`src/rtl/rdsel_align.sv`:
```
`default_nettype none
// ============================================================================
//  Module   : rdsel_align
//  Purpose  : Load-data aligner/extender for the core load path. Selects a
//             byte/half/word/dword from a memory read word at a byte offset,
//             right-aligns it and zero- or sign-extends it to DATA_WIDTH.
//             Accesses that cross a word boundary are either merged over two
//             input beats (MISALIGN_EN=1) or reported as errors.
//  Ports    : clk, srst                  - clock, synchronous active-high reset
//             in_valid/in_ready          - input beat handshake
//             in_data/in_off/in_size/
//             in_signed                  - read word and access attributes
//             out_valid/out_ready        - result handshake
//             out_data/out_err           - aligned result, error flag
//  Revision : 1.0 - initial release
// ============================================================================
module rdsel_align #(
    parameter int DATA_WIDTH  = 32,
    parameter int MISALIGN_EN = 1,
    localparam int OFFW       = $clog2(DATA_WIDTH / 8)
) (
    input  logic                  clk,
    input  logic                  srst,
    input  logic                  in_valid,
    output logic                  in_ready,
    input  logic [DATA_WIDTH-1:0] in_data,
    input  logic [OFFW-1:0]       in_off,
    input  logic [1:0]            in_size,
    input  logic                  in_signed,
    output logic                  out_valid,
    input  logic                  out_ready,
    output logic [DATA_WIDTH-1:0] out_data,
    output logic                  out_err
);

    localparam int         NB    = DATA_WIDTH / 8;
    // Wide enough for off + nbytes of any legal access (max 2*NB-1).
    localparam int         NBW   = OFFW + 2;
    localparam logic [1:0] MAXSZ = 2'(OFFW);

    localparam logic [0:0] ST_IDLE  = 1'b0;
    localparam logic [0:0] ST_WAIT2 = 1'b1;

    logic [0:0]            state_q, state_d;
    logic [DATA_WIDTH-1:0] hold_q, hold_d;
    logic [OFFW-1:0]       off_q, off_d;
    logic [1:0]            size_q, size_d;
    logic                  sgn_q, sgn_d;
    logic                  out_valid_q, out_valid_d;
    logic [DATA_WIDTH-1:0] out_data_q, out_data_d;
    logic                  out_err_q, out_err_d;

    logic                    accept;
    logic [OFFW-1:0]         eff_off;
    logic [1:0]              eff_size;
    logic                    eff_sgn;
    logic [2*DATA_WIDTH-1:0] pair;
    logic [DATA_WIDTH-1:0]   sel_word;
    logic [NBW-1:0]          nbytes;
    logic                    size_bad;
    logic                    crosses;
    logic                    sign_bit;
    logic                    fill;
    logic [DATA_WIDTH-1:0]   aligned;

    // The output slot is free when empty or being drained this cycle; this
    // depends only on registered state and out_ready.
    assign in_ready = !out_valid_q || out_ready;
    assign accept   = in_valid && in_ready;

    // ------------------------------------------------------------------
    // Shared datapath: in IDLE the access attributes come straight from the
    // input; in WAIT2 they come from the first beat and the new beat forms
    // the upper half of the two-word window.
    // ------------------------------------------------------------------
    always_comb begin
        if (state_q == ST_WAIT2) begin
            eff_off  = off_q;
            eff_size = size_q;
            eff_sgn  = sgn_q;
            pair     = {in_data, hold_q};
        end else begin
            eff_off  = in_off;
            eff_size = in_size;
            eff_sgn  = in_signed;
            pair     = {{DATA_WIDTH{1'b0}}, in_data};
        end
    end

    assign size_bad = (state_q == ST_IDLE) && (in_size > MAXSZ);
    assign nbytes   = NBW'(1) << eff_size;
    assign crosses  = ({2'b00, eff_off} + nbytes) > NBW'(NB);
    assign sel_word = DATA_WIDTH'(pair >> {eff_off, 3'b000});

    always_comb begin
        sign_bit = 1'b0;
        for (int s = 0; s <= OFFW; s++) begin
            if (eff_size == 2'(s)) begin
                sign_bit = sel_word[8*(1<<s)-1];
            end
        end
        fill    = eff_sgn & sign_bit;
        aligned = '0;
        for (int k = 0; k < NB; k++) begin
            if (NBW'(k) < nbytes) begin
                aligned[8*k +: 8] = sel_word[8*k +: 8];
            end else begin
                aligned[8*k +: 8] = {8{fill}};
            end
        end
    end

    // ------------------------------------------------------------------
    // FSM: state register
    // ------------------------------------------------------------------
    always_ff @(posedge clk) begin
        if (srst) begin
            state_q <= ST_IDLE;
        end else begin
            state_q <= state_d;
        end
    end

    // ------------------------------------------------------------------
    // FSM: next-state logic
    // ------------------------------------------------------------------
    always_comb begin
        state_d = state_q;
        if (accept) begin
            case (state_q)
                ST_IDLE: begin
                    if (!size_bad && crosses && (MISALIGN_EN != 0)) begin
                        state_d = ST_WAIT2;
                    end
                end
                ST_WAIT2: state_d = ST_IDLE;
                default:  state_d = ST_IDLE;
            endcase
        end
    end

    // ------------------------------------------------------------------
    // FSM: output / hold-register next values
    // ------------------------------------------------------------------
    always_comb begin
        hold_d      = hold_q;
        off_d       = off_q;
        size_d      = size_q;
        sgn_d       = sgn_q;
        // A held result survives only while downstream stalls.
        out_valid_d = out_valid_q && !out_ready;
        out_data_d  = out_data_q;
        out_err_d   = out_err_q;

        if (accept) begin
            if (state_q == ST_WAIT2) begin
                out_valid_d = 1'b1;
                out_data_d  = aligned;
                out_err_d   = 1'b0;
            end else if (size_bad) begin
                out_valid_d = 1'b1;
                out_data_d  = '0;
                out_err_d   = 1'b1;
            end else if (!crosses) begin
                out_valid_d = 1'b1;
                out_data_d  = aligned;
                out_err_d   = 1'b0;
            end else if (MISALIGN_EN != 0) begin
                // First half of a crossing access: park it, no result yet.
                hold_d = in_data;
                off_d  = in_off;
                size_d = in_size;
                sgn_d  = in_signed;
            end else begin
                out_valid_d = 1'b1;
                out_data_d  = '0;
                out_err_d   = 1'b1;
            end
        end
    end

    always_ff @(posedge clk) begin
        if (srst) begin
            hold_q      <= '0;
            off_q       <= '0;
            size_q      <= '0;
            sgn_q       <= 1'b0;
            out_valid_q <= 1'b0;
            out_data_q  <= '0;
            out_err_q   <= 1'b0;
        end else begin
            hold_q      <= hold_d;
            off_q       <= off_d;
            size_q      <= size_d;
            sgn_q       <= sgn_d;
            out_valid_q <= out_valid_d;
            out_data_q  <= out_data_d;
            out_err_q   <= out_err_d;
        end
    end

    assign out_valid = out_valid_q;
    assign out_data  = out_data_q;
    assign out_err   = out_err_q;

endmodule
`default_nettype wire
```
`config.mk`:
```
export PLATFORM = sky130hd
export DESIGN_NAME = rdsel_align
export DESIGN_NICKNAME = d
export VERILOG_FILES = /design/src/rtl/rdsel_align.sv
export SDC_FILE = /design/constraint.sdc
export NUM_CORES = 1
export LEC_CHECK = 0
export ABC_AREA = 1
export CORE_AREA = 2 2 91 93
export CTS_CLUSTER_DIAMETER = 50
export DETAILED_ROUTE_END_ITERATION = 7
export DIE_AREA = 0 0 93 95
export PLACE_DENSITY = 0.82
export REMOVE_ABC_BUFFERS = 1
export SYNTH_ARGS = -nofsm -noshare
export SYNTH_HDL_FRONTEND = slang
export SYNTH_SLANG_ARGS = --single-unit
```
`constraint.sdc`:
```
create_clock -name clk -period 6.1 [get_ports clk]
set_input_delay 0.61 -clock clk [delete_from_list [all_inputs] [get_ports clk]]
set_output_delay 0.61 -clock clk [all_outputs]
set_load 0.01 [all_outputs]
```
# == Word level (Yosys, flattened, before mapping) ==
# Cells that the tools add are included.
# classes
add_sub_neg,1
order_cmp,6
eq_ne,3
shift,2
mux,23
n_bitwise,3
reduce_logical,11
# op_table
op,count
2-to-1 mux 32 bit,3
2-to-1 mux 64 bit,1
>> shifter 64 x 5 -> 32 bit,1
2-to-1 mux 8 bit,4
2-to-1 mux 1 bit,12
"less-than comparator 1 x 4 -> 1 bit, first input constant",2
"less-than comparator 2 x 4 -> 1 bit, first input constant",2
adder 2 x 4 -> 4 bit,1
"> comparator 4 x 3 -> 1 bit, second input constant",1
logical AND 1 bit,4
2-to-1 mux 2 bit,2
AND reduction 4 bit,1
"<< shifter 1 x 2 -> 4 bit, first input constant",1
logical NOT 1 bit,3
"inequality test 3 bit, second input constant",1
"== test 2 x 1 -> 1 bit, second input constant",1
"== test 2 bit, second input constant",1
"> comparator 2 bit, second input constant",1
logical NOT 2 bit,1
NOT 1 bit,2
case mux 1 bit (2 select lines),1
AND reduction 2 bit,1
bitwise AND 1 bit,1
logical OR 1 bit,1
# word_totals
reg_bits,72
in_bits,41
wordCells,57

# == Logic depth before layout (Yosys ltp) ==
# depth
ltp_word,10
depth_mapped,17

# == Worst setup path after synthesis ==
# No wires, ideal clock.
# synth_path
kind,input to register
start,input port in_off[0]
end,"register out_data_q[8], in the netlist out_data[8]"
setup_time_ps,59
t_arrival_ps,2673
required_time_ps,6041
path_slack_ps,3368
cell_stages,15
n_path_buf,3
cell_sequence,nand2_1 nand2_1 buf_4 buf_2 ha_1 fa_1 or2_2 nand3_1 nand2_1 nand2_1 nand3_1 nor2_2 buf_4 nand2_1 nand2_1
# synth_between
elab_chain_len,10
word_cells_on_any_way,14
# synth_rtl
item,line,text
"start, declared",27,"input logic [OFFW-1:0] in_off,"
2-to-1 mux 2 bit *,77,if (state_q == ST_WAIT2) begin
>> shifter 64 x 5 -> 32 bit,93,"assign sel_word = DATA_WIDTH'(pair >> {eff_off, 3'b000});"
2-to-1 mux 1 bit (3 in series),98,if (eff_size == 2'(s)) begin
bitwise AND 1 bit,102,fill = eff_sgn & sign_bit;
2-to-1 mux 8 bit,105,if (NBW'(k) < nbytes) begin
2-to-1 mux 32 bit,164,end else if (!crosses) begin
2-to-1 mux 32 bit,160,end else if (size_bad) begin
2-to-1 mux 32 bit,156,if (state_q == ST_WAIT2) begin
"end signal, assigned",197,out_data_q <= out_data_d;
"end, declared",50,"logic [DATA_WIDTH-1:0] out_data_q, out_data_d;"
# Mark *: on every way between the ends. The rest lies on a longest branch, timed or not. The select of a mux whose other input is x is not followed.
# A chain may end at the register's enable or synchronous reset.

# == Worst setup path in the final report ==
# layout_path
start,register state_q
end,"register out_data_q[10], in the netlist out_data[10]"
# layout_between
elab_chain_len,10
word_cells_on_any_way,24
# layout_rtl
item,line,text
"start, declared",44,"logic [0:0] state_q, state_d;"
"start signal, assigned",120,state_q <= state_d;
2-to-1 mux 64 bit / 2-to-1 mux 2 bit (equally long branches),77,
>> shifter 64 x 5 -> 32 bit / logical NOT 2 bit (equally long branches),"93, 98",
2-to-1 mux 1 bit (3 in series),98,
bitwise AND 1 bit,102,
2-to-1 mux 8 bit,105,
2-to-1 mux 32 bit,164,
2-to-1 mux 32 bit,160,
2-to-1 mux 32 bit,156,
# Several ways; a longest one is shown, not always the timed one. The select of a mux whose other input is x is not followed.

==> metrics.md <==
| Metric | Value |
|---|---|
| Mapped cell area | ~4200 µm² |
| Final setup viols | 0 |
| Die Wd | between 90 and 100 µm |
| Worst Hold Launch | hold_q[21] |
| Critical path launch point type | register |
| Setup bufs post-CTS | 0 |
| First-pass GRT wire length | between 15000 and 20000 µm |
| Area occupied by registers | ~1400 µm² |
| First DRT Iteration DRCs | 329 |
| DP Area | between 4000 and 5000 µm² |
| Reg-to-reg startpoint | state_q |
| Antenna Cells | 0 |
| Flops & latches, synth | ~70 |
| Residual DRC | 0 |
| CTS H-Tree Depth | 3 |
| Fin Hold WS | 0.448 ns |
| Area delta synth->final | 19.1% |
| CP delay by family, top | simple AND/OR/NAND/NOR gates |
| Nets@finish | ~740 |
| WP data required | 6.40 ns |
| Cell count after synthesis | between 600 and 700 |
| FP Rows | 33 |
| FMAX | about 240 MHz |
| Clock sink count | 72 |
| HP Class | reg2reg |
| Largest net degree at the start of global routing | 70 |
| Vias in the first global route | 4137 |
| CTS tree | done |
| Kind of critical path | reg2reg |
| R2r worst-path depth | 12 |
| Yosys top cell by area | dfxtp_1 |
| Critical-path top delay cell | nor2_2 |
| Max stage delay on crit path | ~0.98 ns |
| Clk buf depth | 2 |
| CTS resizes | 0 |
| I/O Pins | 76 |
| Die Y | between 90 and 100 µm |
| Initial antenna violation count | 0 |
| Pleak | 2.21 nW |
| Slew @ Worst Pin | around 1.3 ns |
| CTS buffer count | 9 |
| Register area share after synthesis | 0.341 |
| Max-slew headroom | 0.140 |
| R2R Setup Slk | a little under 2 ns |
| ANT nets after route | 0 |
| # port buffers | 75 |
| Fill count | ~750 |
| Clock latency on the worst-skew pair | between 0.3 and 0.4 ns |
| Final worst clock skew | 0.00661 ns |
| Share of cells above drive strength 1 | 0.0568 |
| Setup TNS | 0 ns |
| Root Buffer | clkbuf_8 |
| Slew Limit Fails | 0 |
| VDD IR max | around 110 µV |
| Fin util | 0.635 |
| Hold Path Cell Cnt | 2 |
| Routed WL per cell | 14.1 µm |
| WL final | roughly 11000 µm |
| Critical Path AT | 4.45 ns |
| Commonest non-fill, non-tap cell in the layout | nand2_1 |
| Yosys warning total | 0 |
| Final min period | just over 4 ns |
| GPL Wtd Cong | roughly 0.84 |
| Fin crit share | 0.681 |
| Power per Cell Area | 265 nW/µm² |
| FF-to-FF End | out_data[10] |
| Die ar. | slightly below 9000 µm² |
| CP bufs+invs | 1 |
| RSZ-0062 raised after global routing | false |
| Crit Path Max Fanout | between 40 and 50 |
| Synthesized area per cell | around 6.5 µm² |
| Synth area leaders | dfxtp_1, nand2_1, o21ai_0 |
| Worst-path clk slew | 0.08 ns |
| Via density | 5.67 |
| Crit end category | register |
| Starting Density | 0.533 |
| Core area | between 7000 and 8000 µm² |
| Yosys top cell area share | 0.341 |
| Worst-path cell chain | buf_4 -> nand2_2 -> nand2_2 -> fa_1 -> or2_2 -> nand3_1 -> nand2_1 -> nand2_1 -> nand3_1 -> nor2_2 -> nand2_1 -> nand2_1 |
| Global route overflow | 0 |
| DP HPWL | approximately 7300 µm |
| Max Cap Viol | 0 |
| Post-CTS Hold Buffers | 0 |
| Most frequent cells in the layout | nand2_1, clkdlybuf4s50_1, o21ai_0, dfxtp_1, a21oi_1 |
| CP dominant cell by count | nand2_1 |
| Hold path endpoint | hold_q[21] |
| GRT Total Usage | 0.256 |
| Multi-input logic area | 2270 µm² |
| Via count | 4585 |
| Post-synth cell types | 32 |
| Pre-antenna DRT Iters | 6 |
| Fin area | 5030 µm² |
| Outcome | finished clean |
| Final hold violations | 0 |
## sequential cells by signal (all words and copies together), names as in the netlist
register   count
state_q        1
off_q          2
out_data      32
out_err        1
size_q         2
hold_q        32
sgn_q          1
out_valid      1
## area by class of cell
class,instances,area share
clock buffer,10,0.0273
clock inverter,6,0.00696
inverter,62,0.0462
multi-input combinational,474,0.450
sequential,72,0.286
tap,105,0.0261
timing repair buffer,80,0.157
## cell families after synthesis
group	Yosys count	share of synthesized area
AO/OA/AOI/OAI	179	0.234
adder cells (fa/ha/maj)	3	0.0107
buffers and inverters	109	0.123
flip-flops	72	0.341
AND/OR/NAND/NOR	292	0.292
## metal layers
layer,routed length [µm],global-route usage
met1,4900,0.322
met5,0,0
met4,257,0.109
met2,5360,0.440
met3,906,0.0359
## metrics by stage
step | std cells | total power, mW | worst slack, ns
finish | 809 | 1.33 | 1.95
global route | 809 | 1.41 | 1.65
global placement | 793 | 0.985 | 1.78
detailed placement | 793 | 0.997 | 1.67
CTS | 809 | 1.33 | 2.01
floorplan | 608 | 0.833 | 1.30
## power by group
group          switching, mW  leakage [nW]  internal (mW)
Clock                  0.183        0.0878          0.156
Sequential            0.0278         0.588          0.528
Combinational          0.276          1.53          0.163
## synthesized netlist by cell type
library cell,count
inv_2,2
ha_1,2
a211oi_1,2
o21ai_4,1
o211ai_2,1
clkbuf_1,16
o221ai_1,4
nor2_1,17
and2_1,1
nand3_2,4
o21ai_1,12
o211ai_1,17
nand2_2,5
buf_2,15
nand2_1,200
a21oi_2,1
a31oi_1,3
or2_2,1
o21ai_0,72
fa_1,1
o21ai_2,1
a21oi_1,65
nand2_4,1
buf_6,9
nor2_4,1
nor2_2,1
inv_1,60
dfxtp_1,72
nor3_1,1
nand3_1,60
buf_1,1
buf_4,6
## worst max-delay path by stage
stage,slack (ns),cells after the start,start,endpoint
after floorplan,1.30,11,state_q,hold_q[0]
after global placement,1.78,14,in_size[1],out_data[19]
after detailed placement,1.67,14,in_size[1],out_data[13]
after CTS,2.01,14,in_size[1],out_data[10]
after global routing,1.65,12,state_q,out_data[10]
final,1.95,12,state_q,out_data[10]
## worst min-delay path, cell delays in order, from the launching register on
cell and delay [ns]:
dfxtp_1 0.31, inv_1 0.05, a21oi_1 0.05
No activity file was read; power rests on OpenSTA's default activity.
==> variant 1 (same settings) <==
Set the parameter `MISALIGN_EN` to 0 (it was 1). Comments in the files are not updated.
--- a/src/rtl/rdsel_align.sv
+++ b/src/rtl/rdsel_align.sv
@@ -16,7 +16,7 @@
 // ============================================================================
 module rdsel_align #(
     parameter int DATA_WIDTH  = 32,
-    parameter int MISALIGN_EN = 1,
+    parameter int MISALIGN_EN = 0,
     localparam int OFFW       = $clog2(DATA_WIDTH / 8)
 ) (
     input  logic                  clk,
Function: changed (Yosys sat finds a counterexample within 4 cycles, from zero or initial values and one cycle with srst high).
==> variant 1 against the unedited design <==
- via count down 48%
- area after synthesis down 49%
- combinational power down 64%
- sequential share of layout area down 5.9 points
- non-clock buffer count down 4
- clock skew up 3.5 ps
- first-iteration DRC count down 45%
- sequential power down 57%
- final area down 41%
- wire length down 41%
- sequential cell count down 38
- critical path depth down 2
- total power down 55%
- setup slack better by 740 ps
- critical path type is now in -> reg
- largest cell class unchanged
==> variant 1: results (changes against the unedited design) <==
| Metric | Value |
|---|---|
| Share of layout cells above drive strength 1 | `14.67% (+9.0 points)` |
| Final Skew | `10.08 ps (+3.469 ps)` |
| Synth cell count leaders | `nand2_1, nand3_1, dfxtp_1` |
| FILL cells | `819 (+9.1%)` |
| Initial DRC count | `182 (-45%)` |
| R2R Path End | `out_data[19]` |
| All-Layer GR Usage | `15.41% (-10 points)` |
| Metal-1 WL | `2926 um (-40%)` |
| Worst vdd ir | `0.07599 mV (-29%)` |
| Hold slack | `465.2 ps (+17.09 ps)` |
| Total via count after detailed routing | `2367 (-48%)` |
| M3 GR Usage | `5.028% (+1.4 points)` |
| Vias per cell | `5.004 (-12%)` |
| M2 GR Usage | `24.82% (-19 points)` |
| First-pass GRT wire length | `10700 um (-42%)` |
| Distinct cells, synth | `29 (-9.4%)` |
| Compound-gate portion of the synthesized area | `19.08% (-4.3 points)` |
| # H-tree levels | `2 (-1)` |
| Worst-Margin Slew | `1107 ps (-181.1 ps)` |
| Critical Path RT | `6330 ps (-70 ps)` |
| DP Wirelength | `4659 um (-36%)` |
| Critical Path Start | `in_off[0]` |
| CP Class | `in -> reg` |
| Mux cell area share after synthesis | `0.4654% (+0.47 points)` |
| Seq/Total Area, Yosys | `31.65% (-2.5 points)` |
| RD Place Congestion | `0.7883 (-5.9%)` |
| Pre-antenna DRT Iters | `5 (-1)` |
| R2R Setup Slk | `4320 ps (+2370 ps)` |
| HP Start | `out_data[6]` |
| Hold-critical path endpoint | `out_data[6]` |
| Vias in the first global route | `2198 (-47%)` |
| Nets | `409 (-45%)` |
| Placed Cells | `465 (-41%)` |
| Outcome | `finished clean` |
| Leakage power | `0.001102 uW (-50%)` |
| Data arrival, critical path | `3640 ps (-810 ps)` |
| Clock latency on the worst-skew pair | `300 ps (-60 ps)` |
[variant 1: final cells by class]
class,count,area [um2],area share [%]
multi-input cells,232,1244,41.56
clock inverters,3,40.04,1.338
inverters,18,70.07,2.341
flip-flops and latches,34,680.7,22.74
well taps,105,131.4,4.390
repair buffers,76,758.2,25.33
clock buffers,5,68.82,2.299
[variant 1: power breakdown]
group / switching, uW / internal (uW)
Combinational: 87.2 / 70.6
Clock: 88.6 / 120
Sequential: 6.49 / 234
Total: 182 / 425
[variant 1: per-stage QoR]
stage / util, % / area, um2 / setup WS [ps]
floorplan: - / 1994 / 3807
global placement: 36.38 / 2884 / 2606
detailed placement: 36.38 / 2884 / 2443
CTS: 37.75 / 2993 / 2751
global route: 37.75 / 2993 / 2448
finish: 37.75 / 2993 / 2683
[variant 1: critical path: stages]
cell,delay (ps)
clkdlybuf4s50_1,800
inv_2,730
nor2_1,150
fa_1,400
xor2_1,160
nand2_2,130
nand2_4,80
nor2_8,280
nand3_1,120
a21oi_1,160
==> variant 2 (same flow settings) <==
Made on the original files. Take the reset off `hold_q` and load it in a clocked block of its own.
--- a/src/rtl/rdsel_align.sv
+++ b/src/rtl/rdsel_align.sv
@@ -181,7 +181,6 @@
 
     always_ff @(posedge clk) begin
         if (srst) begin
-            hold_q      <= '0;
             off_q       <= '0;
             size_q      <= '0;
             sgn_q       <= 1'b0;
@@ -189,7 +188,6 @@
             out_data_q  <= '0;
             out_err_q   <= 1'b0;
         end else begin
-            hold_q      <= hold_d;
             off_q       <= off_d;
             size_q      <= size_d;
             sgn_q       <= sgn_d;
@@ -199,6 +197,10 @@
         end
     end
 
+    always_ff @(posedge clk) begin
+        hold_q <= hold_d;
+    end
+
     assign out_valid = out_valid_q;
     assign out_data  = out_data_q;
     assign out_err   = out_err_q;
Function: no difference found for any inputs over 4 cycles, from zero or initial values and one cycle with srst high; that may be too few to reach the edited logic, so the function may still have changed.
==> variant 2 against the unedited design <==
- first-iteration DRC count rose by 2.4%
- area after synthesis is 4.0% lower
- synthesized cell count fell by 15%
- sequential cell count unchanged
- total power is 2.1% lower
- setup slack got worse by 170 ps
- wire length is 2.3% lower
- clock skew increased by 9.0 ps
- clock power decreased by 2%
- final area fell by 2.2%
- core utilization decreased by 1.4 points
==> variant 2: results (changes against the unedited design) <==
| Metric | Value |
|---|---|
| Outcome | `finished clean` |
| Crit-path slowest cell | `dfxtp_2` |
| Seq pwr | `580 uW (+4.3%)` |
| Combinational power share | `30.2% (-2.7 points)` |
| Multi-Input Combinational | `425 (-10%)` |
| Synth cell count leaders | `nand2_1, dfxtp_1, nand3_1` |
| Metal-1 WL | `4826 um (-1.4%)` |
| Antenna fix cells | `0 (unchanged)` |
| ClkCell Share | `3.203% (-0.23 points)` |
| CLK BUF | `12 (+2)` |
| Slowest stage delay, CP | `730 ps (-250 ps)` |
| Number of synthesized flops with an enable pin | `32 (+32)` |
| Register area | `1763 um2 (+22%)` |
| Flip-flop and latch count | `72 (unchanged)` |
| Nets | `659 (-11%)` |
| # H-tree levels | `3 (unchanged)` |
| Initial DRC count | `337 (+2.4%)` |
| Met3 wire length | `897 um (-0.99%)` |
| Vias per cell | `5.512 (-2.7%)` |
| Total via count after detailed routing | `3996 (-13%)` |
| First-pass GRT wire length | `17640 um (-4.1%)` |
| Synth area leader | `edfxtp_1` |
| NonClk Buf Share | `15.56% (-0.11 points)` |
| Final core occ | `62.09% (-1.4 points)` |
| Met1 Track Usage GR | `33.97% (+1.8 points)` |
| Antenna violations before repair | `0 (unchanged)` |
| FILL cells | `779 (+3.7%)` |
| Crit Path Max Fanout | `31 (-34%)` |
| Distinct cells, synth | `33 (+3.1%)` |
| Final Skew | `15.58 ps (+8.966 ps)` |
| Switching pwr | `458.3 uW (-5.9%)` |
| Worst-Margin Slew | `825.6 ps (-462.4 ps)` |
| DP Wirelength | `7493 um (+3.0%)` |
| Placed Cells | `709 (-11%)` |
| Share of layout cells above drive strength 1 | `6.129% (+0.45 points)` |
| WL met2 | `5087 um (-5.1%)` |
| Post-DP Area | `4765 um2 (-2.0%)` |
| Largest net degree at the start of global routing | `47 (-33%)` |
| Vias in the first global route | `3641 (-12%)` |
| Seq/Total Area, Yosys | `43.44% (+9.3 points)` |
| Post-synth ARST share | `0% (unchanged)` |
| Invs w/o clock | `30 (-52%)` |
| Reg2Reg Depth | `11 (-1)` |
| Seq/total area | `35.82% (+7.2 points)` |
| Data arrival, critical path | `4350 ps (-100 ps)` |
| M3 GR Usage | `3.192% (-0.40 points)` |
| Fraction of area in multi-input gates | `40.42% (-4.6 points)` |
| HP Class | `reg -> reg` |
| Wire length per cell | `15.39 um (+9.0%)` |
| Pre-antenna DRT Iters | `7 (+1)` |
| Synth top area cells | `edfxtp_1, nand2_1, dfxtp_1` |
| Leakage power | `0.002147 uW (-2.7%)` |
| Worst path top cell family by delay | `buffers and inverters` |
| Reg power frac | `44.4% (+2.7 points)` |
| All-Layer GR Usage | `25.78% (+0.18 points)` |
| RD Place Congestion | `0.9330 (+11%)` |
| M2 GR Usage | `42.93% (-1.1 points)` |
| Worst vdd ir | `0.1196 mV (+11%)` |
| Buffers outside the clock class | `77 (-3.8%)` |
| DP Worst Slack | `1807 ps (+141.6 ps)` |
## variant 2: changes by cell type after synthesis, moves of 6 or more
cell / delta
a21oi_1: -34
clkbuf_1: -7
nand2_1: +39
dfxtp_1: -32
buf_1: +6
nand3_1: -24
edfxtp_1: +32
o21ai_0: -38
nor3_1: +6
a31oi_1: +8
inv_1: -34
buf_2: -8
o21ai_1: -12
## variant 2: cell families (layout without fill, tap and decap cells)
kind of cell / after synthesis / after routing / synth area share [%]
adder cells (fa/ha/maj): 3 / 3 / 1.111
buffers and inverters: 62 / 123 / 7.498
flip-flops: 72 / 72 / 43.44
AO/OA/AOI/OAI: 102 / 102 / 14.87
AND/OR/NAND/NOR: 320 / 320 / 33.08
## variant 2: path summary, 6_finish.rpt
kind,from,to,slack (ps)
worst min-delay path,out_data[20],out_data[20],450
worst max register to register,state_q,hold_q[15],1780
worst min register to register,out_data[20],out_data[20],450
worst max-delay path,state_q,hold_q[15],1780
